--- src/rtl/jtag_mem_master.sv ---
// Debug-side RAM initiator: byte/half/word accesses over the RAM JTAG port, with writes held off while the LSU writes.
// Optional post-increment addressing is compiled in when JTAG_MEM_AUTOINC_EN is defined.
module jtag_mem_master #(
    parameter int ADDR_W      = 32,
    parameter int HOLDOFF_MAX = 255
) (
    input  logic              clk_i,
    input  logic              rst_i,
    input  logic              cmd_valid_i,
    output logic              cmd_ready_o,
    input  logic              cmd_we_i,
    input  logic [1:0]        cmd_size_i,
    input  logic              cmd_incr_i,
    input  logic [ADDR_W-1:0] cmd_addr_i,
    input  logic [31:0]       cmd_wdata_i,
    output logic              rsp_valid_o,
    input  logic              rsp_ready_i,
    output logic [31:0]       rsp_rdata_o,
    output logic              rsp_err_o,
    input  logic              lsu_wr_busy_i,
    output logic              jtag_ce_o,
    output logic              jtag_we_o,
    output logic [3:0]        jtag_sel_o,
    output logic [ADDR_W-1:0] jtag_addr_o,
    output logic [31:0]       jtag_data_o,
    input  logic              jtag_rvalid_i,
    input  logic [31:0]       jtag_data_i
);

    localparam int CNT_W = $clog2(HOLDOFF_MAX + 1);

    typedef enum logic [1:0] {IDLE, ACCESS, RESP} state_t;

    state_t            state, state_nxt;
    logic              we_q;
    logic [1:0]        size_q;
    logic [ADDR_W-1:0] addr_q;
    logic [31:0]       wdata_q;
    logic [CNT_W-1:0]  wait_cnt;
    logic [31:0]       rdata_q;
    logic              err_q;
    logic [ADDR_W-1:0] cmd_addr_sel;
    logic              accept;
    logic              bad_align;
    logic              active;
    logic              expire;

    function automatic logic [3:0] lane_sel(input logic [1:0] size, input logic [1:0] off);
        case (size)
            2'd0:    lane_sel = 4'b0001 << off;
            2'd1:    lane_sel = 4'b0011 << off;
            default: lane_sel = 4'b1111;
        endcase
    endfunction

    function automatic logic [31:0] lane_wdata(input logic [1:0] size, input logic [31:0] data);
        case (size)
            2'd0:    lane_wdata = {4{data[7:0]}};
            2'd1:    lane_wdata = {2{data[15:0]}};
            default: lane_wdata = data;
        endcase
    endfunction

    function automatic logic [31:0] lane_rdata(input logic [1:0] size, input logic [1:0] off,
                                               input logic [31:0] word);
        logic [31:0] shifted;
        shifted = word >> {off, 3'b000};
        case (size)
            2'd0:    lane_rdata = {24'd0, shifted[7:0]};
            2'd1:    lane_rdata = {16'd0, shifted[15:0]};
            default: lane_rdata = shifted;
        endcase
    endfunction

`ifdef JTAG_MEM_AUTOINC_EN
    logic [ADDR_W-1:0] next_addr;
    logic              step;

    // Advance only on an access that actually reached the RAM without error.
    assign step         = (state == ACCESS) && !rst_i && (we_q ? !lsu_wr_busy_i : jtag_rvalid_i);
    assign cmd_addr_sel = cmd_incr_i ? next_addr : cmd_addr_i;

    always_ff @(posedge clk_i) begin
        if (rst_i) begin
            next_addr <= '0;
        end else if (step) begin
            next_addr <= addr_q + (ADDR_W'(1) << size_q);
        end
    end
`else
    logic unused_incr;
    assign unused_incr  = cmd_incr_i;
    assign cmd_addr_sel = cmd_addr_i;
`endif

    assign bad_align = (cmd_size_i == 2'd3) ||
                       ((cmd_size_i == 2'd1) && cmd_addr_sel[0]) ||
                       ((cmd_size_i == 2'd2) && (cmd_addr_sel[1:0] != 2'b00));
    assign accept    = cmd_ready_o && cmd_valid_i;
    assign active    = (state == ACCESS) && !rst_i;

    always_comb begin
        state_nxt   = state;
        cmd_ready_o = 1'b0;
        jtag_ce_o   = 1'b0;
        jtag_we_o   = 1'b0;
        expire      = 1'b0;
        case (state)
            IDLE: begin
                cmd_ready_o = !rst_i;
                if (cmd_valid_i) begin
                    state_nxt = bad_align ? RESP : ACCESS;
                end
            end
            ACCESS: begin
                if (we_q) begin
                    // The RAM drops a JTAG write that collides with an LSU write, so wait it out.
                    if (lsu_wr_busy_i) begin
                        expire = (wait_cnt == CNT_W'(HOLDOFF_MAX - 1));
                        if (expire) begin
                            state_nxt = RESP;
                        end
                    end else begin
                        jtag_ce_o = !rst_i;
                        jtag_we_o = !rst_i;
                        state_nxt = RESP;
                    end
                end else begin
                    jtag_ce_o = !rst_i;
                    state_nxt = RESP;
                end
            end
            RESP: begin
                if (rsp_ready_i) begin
                    state_nxt = IDLE;
                end
            end
            default: state_nxt = IDLE;
        endcase
    end

    always_ff @(posedge clk_i) begin
        if (rst_i) begin
            state    <= IDLE;
            wait_cnt <= '0;
            rdata_q  <= '0;
            err_q    <= 1'b0;
        end else begin
            state <= state_nxt;
            if (accept) begin
                wait_cnt <= '0;
                rdata_q  <= '0;
                err_q    <= bad_align;
            end else if (state == ACCESS) begin
                if (we_q) begin
                    if (lsu_wr_busy_i) begin
                        wait_cnt <= wait_cnt + CNT_W'(1);
                        err_q    <= expire;
                    end
                end else begin
                    rdata_q <= jtag_rvalid_i ? lane_rdata(size_q, addr_q[1:0], jtag_data_i) : '0;
                    err_q   <= !jtag_rvalid_i;
                end
            end
        end
    end

    always_ff @(posedge clk_i) begin
        if (accept) begin
            we_q    <= cmd_we_i;
            size_q  <= cmd_size_i;
            addr_q  <= cmd_addr_sel;
            wdata_q <= cmd_wdata_i;
        end
    end

    assign jtag_sel_o  = active ? lane_sel(size_q, addr_q[1:0]) : 4'b0000;
    assign jtag_addr_o = active ? {addr_q[ADDR_W-1:2], 2'b00} : '0;
    assign jtag_data_o = active ? lane_wdata(size_q, wdata_q) : 32'd0;
    assign rsp_valid_o = (state == RESP) && !rst_i;
    assign rsp_rdata_o = rdata_q;
    assign rsp_err_o   = err_q;

endmodule
--- config.mk ---
export PLATFORM = sky130hd
export DESIGN_NAME = jtag_mem_master
export DESIGN_NICKNAME = d
export VERILOG_FILES = /design/src/rtl/jtag_mem_master.sv
export SDC_FILE = /design/constraint.sdc
export NUM_CORES = 1
export LEC_CHECK = 0
export BUFFER_PORTS_ARGS = -buffer_cell sky130_fd_sc_hd__clkbuf_2
export CORE_UTILIZATION = 49
export CTS_BUF_LIST = sky130_fd_sc_hd__clkbuf_8
export DETAILED_ROUTE_END_ITERATION = 7
export PLACE_DENSITY_LB_ADDON = 0.08
export SLEW_MARGIN = 10
export SYNTH_ARGS = -nofsm -noshare
export SYNTH_HDL_FRONTEND = slang
export SYNTH_SLANG_ARGS = --single-unit
--- constraint.sdc ---
create_clock -name clk_i -period 3.4 [get_ports clk_i]
set_input_delay 0.34 -clock clk_i [delete_from_list [all_inputs] [get_ports clk_i]]
set_output_delay 0.34 -clock clk_i [all_outputs]
set_load 0.05 [all_outputs]
Word level (Yosys, flattened, before mapping)

Index checks and enable logic that the tools add are counted.

Register bits: 110
Input port bits: 106
Output and inout bits: 105
Word-level logic and storage cells: 66

$add $sub $neg: 1
Eq/ne operators: 11
Shift-type cells: 3
Muxes and demuxes: 24
Bitwise operators: 1
Reduce and logical (&&, ||, !) cells: 18

Operators by type and width:

| operator            | number |
|---|---|
| $pmux 32 s2         | 2 |
| $mux 32             | 3 |
| $shr 32x5->32       | 1 |
| $mux 2              | 6 |
| $mux 1              | 10 |
| $add 8x1->8 const B | 1 |
| $eq 8x8->1 const B  | 1 |
| $pmux 4 s2          | 1 |
| $eq 2x1->1 const B  | 3 |
| $eq 2x2->1 const B  | 3 |
| $pmux 2 s3          | 1 |
| $reduce_and 3->1    | 2 |
| $logic_and 1x1->1   | 5 |
| $logic_not 2->1     | 2 |
| $mux 4              | 1 |
| $ne 2x2->1 const B  | 2 |
| $ne 4x4->1 const B  | 1 |
| $reduce_and 2->1    | 2 |
| $reduce_bool 2->1   | 2 |
| $shl 1x2->4 const A | 1 |
| $shl 2x2->4 const A | 1 |
| $ne 3x2->1 const B  | 1 |
| $logic_not 1->1     | 2 |
| $logic_or 1x1->1    | 2 |
| other kinds (2)     | 2 |

Depth between registers and ports, before layout

Depth in word-level cells: 7
Depth in mapped cells: 6
Gate-level depth less buffers: 6

Worst setup path after synthesis

OpenSTA, ideal clock, no wires.

Path kind: reg2reg
Start: register state[0]
End: register addr_q[0] (enable)
Library setup time: 0.421 ns
Arrival time: 3.246 ns
Required time: 2.979 ns
Setup slack: -0.267 ns
Cell stages (with the launch flop): 5
Buffers on the path: 1
Period minus slack after synthesis: 3.667 ns
Cell sequence: dfxtp_1 -> buf_4 -> nor3_1 -> nand2_1 -> inv_1

Longest elaborated chain between the ends: 3

Ends and longest elaborated chain:

| element                | line | source |
|---|---|---|
| start, declared        | 34   | `state_t state, state_nxt;` |
| start signal, assigned | 149  | `state <= state_nxt;` |
| $logic_not 2->1        | 108  | `case (state)` |
| $mux 1                 | 108  |  |
| net cmd_ready_o        | 10   | `output logic cmd_ready_o,` |
| $logic_and 1x1->1      | 99   | `assign accept = cmd_ready_o && cmd_valid_i;` |
| net accept             | 43   | `logic accept;` |
| end signal, assigned   | 172  | `addr_q <= cmd_addr_sel;` |
| end, declared          | 37   | `logic [ADDR_W-1:0] addr_q;` |

The timed path passes the listed nets, and every way through them passes these cells.
A chain may end at the register's enable or synchronous reset.

Final worst setup path

Start: register size_q[0]
End: output jtag_data_o[9]

Longest elaborated chain between the ends: 3
Elaborated cells on any way between the ends: 4
Those cells by class: eq/ne (1); mux (2); reduce/logical (1)

Ends and longest elaborated chain:

| element                                       | line | source |
|---|---|---|
| start, declared                               | 36   | `logic [1:0] size_q;` |
| start signal, assigned                        | 171  | `size_q <= cmd_size_i;` |
| $eq 2x1->1 or $logic_not 2->1 (tied branches) | 57   | `case (size)` |
| $pmux 32 s2 *                                 | 57   |  |
| $mux 32 *                                     | 179  | `assign jtag_data_o = active ? lane_wdata(size_q, wdata_q) : 32'd0;` |
| end, declared                                 | 25   | `output logic [31:0] jtag_data_o,` |

Every way passes the cells marked *; elsewhere a longest branch is shown, timed or not.

==> results_dict.tcl <==
set metrics [dict create \
    period_share_pct 80.8 \
    syn_inst 427 \
    p_leak_nw 2.70 \
    synth_area_leaders "edfxtp_1 41%, dfxtp_1 18%, nor2_1 5.5%" \
    ant_nets 0 \
    fin_crit_ns 2.75 \
    clock-skew-final_ns 0.00886 \
    die_w_um 102 \
    clock_latency_ns 0.37 \
    die_y_um 102 \
    timing_worst_setup_path_type "flop to output port" \
    antenna_found_initial 0 \
    h-tree-depth 3 \
    io_pins 211 \
    yosys_warnings 0 \
    clk_pin_slew_ns 0.11 \
    clock_path_buffers 2 \
    fill_cells 831 \
    clockRootBuffer "clkbuf_8" \
    outcome "completed" \
    powerDensity_mw_per_mm2 438 \
    grt_pass1_vias 3585 \
    synthAdderAreaFrac_pct 0.510 \
    core-area_mm2 0.00973 \
    overflow 0 \
    critPathMaxFanout 20 \
    drive_above_1_share_pct 40.4 \
    syn_area_mm2 0.00491 \
    drtIter0Drc 112 \
    arrival_ns 2.41 \
    rows 36 \
    synth.area.mux_share_pct 10.4 \
    numCtsBuffers 9 \
    cts_tree "built" \
    drt-total-wl_um 11500 \
    post_layout_nonfiller_instances 761 \
    peakVddDrop_mv 0.237 \
    rsz0062_at_grt "false" \
    synth_top_area_share_pct 41.0 \
    critPathCaptureType "output port" \
    yosysSeqAreaShare_pct 58.5 \
    synth-simple-area-share_pct 15.1 \
    port_buffers 207 \
    layout.nets 731 \
    dr.pass1.iters 6 \
    worst_slew_pin_slew_ns 0.789 \
    synth-seq-cells 110 \
    die_area_mm2 0.0104 \
    start_util_pct 50.5 \
    fmax_mhz 364 \
    postCtsHoldBufs 0 \
    cts_setup_buffers 0 \
    cts-resized-gates 0 \
    hold_path_class "input port to flop" \
    timing.setup.tns_ns 0 \
    vias 3854 \
    synth_top_family_by_area "simple AND/OR/NAND/NOR gates" \
    synth_ff_type "edfxtp_1" \
    antenna_cells 0 \
    start_kind "flop" \
    syn2layout_area_growth_pct 28.6 \
    setup_viol 0 \
    gp_congestion 0.785 \
    clock-sinks 110 \
    wl_per_cell_um 15.1 \
    synthArstFlopShare_pct 0 \
    finalPower_mw 2.76 \
    finish.utilization_pct 64.9 \
    syn_avg_cell_area_um2 11.5 \
    grt_max_degree 41 \
    drcViolationCount 0 \
    ys_types 40 \
    drv_slew 0 \
    hpwl_um 8210 \
    drv_cap 0 \
    place_inst 745 \
    timing.hold.ws_ns 0.136 \
    grt_pass1_wl_um 17300 \
    slew_headroom_pct 47.4 \
    synth-edff-count 67 \
    synth-xor-area-share_pct 1.25 \
    track_usage_pct 22.1 \
    via_per_inst 5.06 \
    cp.required_ns 3.06 \
    yosysTopAreaCell "edfxtp_1" \
    synth_compound_area_share_pct 10.9 \
    hold_viol 0 \
]
-- worst max-delay path: stages, from the launching register on --
cell      delay, ns
edfxtp_1       0.73
nor2_1         0.71
nand2_1        0.12
a21oi_1        0.18
clkbuf_2       0.32
-- Yosys cell counts (all sizes together) (2+ instances only) --
cell     instances
a211oi           2
a21oi           24
a22oi           32
and2            39
buf             10
clkbuf          21
dfxtp           43
edfxtp          67
ha               2
inv              6
mux2             8
mux2i           24
mux4             8
nand2           13
nand2b           2
nand3            2
nand4            2
nor2            72
nor2b            3
nor3             7
nor4             2
o21ai           12
o2bb2ai          8
or2              2
xnor2            6
-- layout by cell type (no fill, tap or decap), types with 3 or more instances in the layout --
cell,n
bufinv_16,3
inv_1,5
clkbuf_8,9
mux2i_1,24
nor2_1,71
o21ai_0,12
mux2_2,8
xnor2_1,6
dfxtp_1,43
and2_1,39
a22oi_1,32
nor2b_1,3
mux4_2,8
nor3_1,5
buf_4,7
o2bb2ai_1,8
clkbuf_2,207
a21oi_1,24
nand2_1,13
edfxtp_1,67
-- where the power goes --
group | internal [mW] | switching [mW]
logic | 0.116 | 0.190
clock network | 0.502 | 0.464
registers | 1.47 | 0.0232
total | 2.08 | 0.678
-- final timing paths --
path | slack, ns | endpoint | start | cells after the start
worst max-delay path | 0.65 | jtag_data_o[9] | size_q[0] | 4
worst max register to register | 1.22 | rsp_rdata_o[14] | size_q[0] | 4
worst min-delay path | 0.14 | addr_q[22] | cmd_addr_i[22] | 1
worst min register to register | 0.52 | rsp_rdata_o[2] | rsp_rdata_o[2] | 2
-- through the flow --
stage          setup WS, ns  instance area [um^2]
6_report              0.652                  6310
5_1_grt               0.435                  6310
4_1_cts               0.613                  6310
3_5_place_dp           1.03                  6060
3_3_place_gp           1.04                  6060
2_1_floorplan         0.284                  4920
-- routing by layer --
metal  vias to the layer above  global-route usage (%)  part of all wire (%)
met5                         -                       0                     0
met3                        11                    6.29                   8.0
met1                      1781                    25.9                    42
met2                       138                    37.8                    49
met4                         0                    9.78                   1.5
li1                       1924                       -                     -
-- cells by family (layout without fill, tap and decap cells) --
logic type / after synthesis / after routing
other cells: 1 / 2
xor+xnor: 7 / 7
buf+inv: 37 / 237
mux: 40 / 40
compound gates: 82 / 82
fa+ha+maj: 2 / 2
flops: 110 / 110
simple gates: 148 / 148
-- state kept, by name, summed over array words and instances (netlist names) --
name / cells
wait_cnt: 8
rsp_err_o: 1
state: 2
addr_q: 32
we_q: 1
rsp_rdata_o: 32
size_q: 2
wdata_q: 32
-- area by class of cell --
type / count / area (um^2) / area share [%]
Sequential cell: 110 / 2870 / 45.5
Multi-Input combinational cell: 281 / 1890 / 29.9
Timing Repair Buffer: 215 / 1110 / 17.6
Tap cell: 133 / 166 / 2.64
Clock inverter: 7 / 130 / 2.06
Clock buffer: 9 / 124 / 1.96
Inverter: 6 / 26.3 / 0.416
Note: power is estimated with default switching activity, not from simulation.
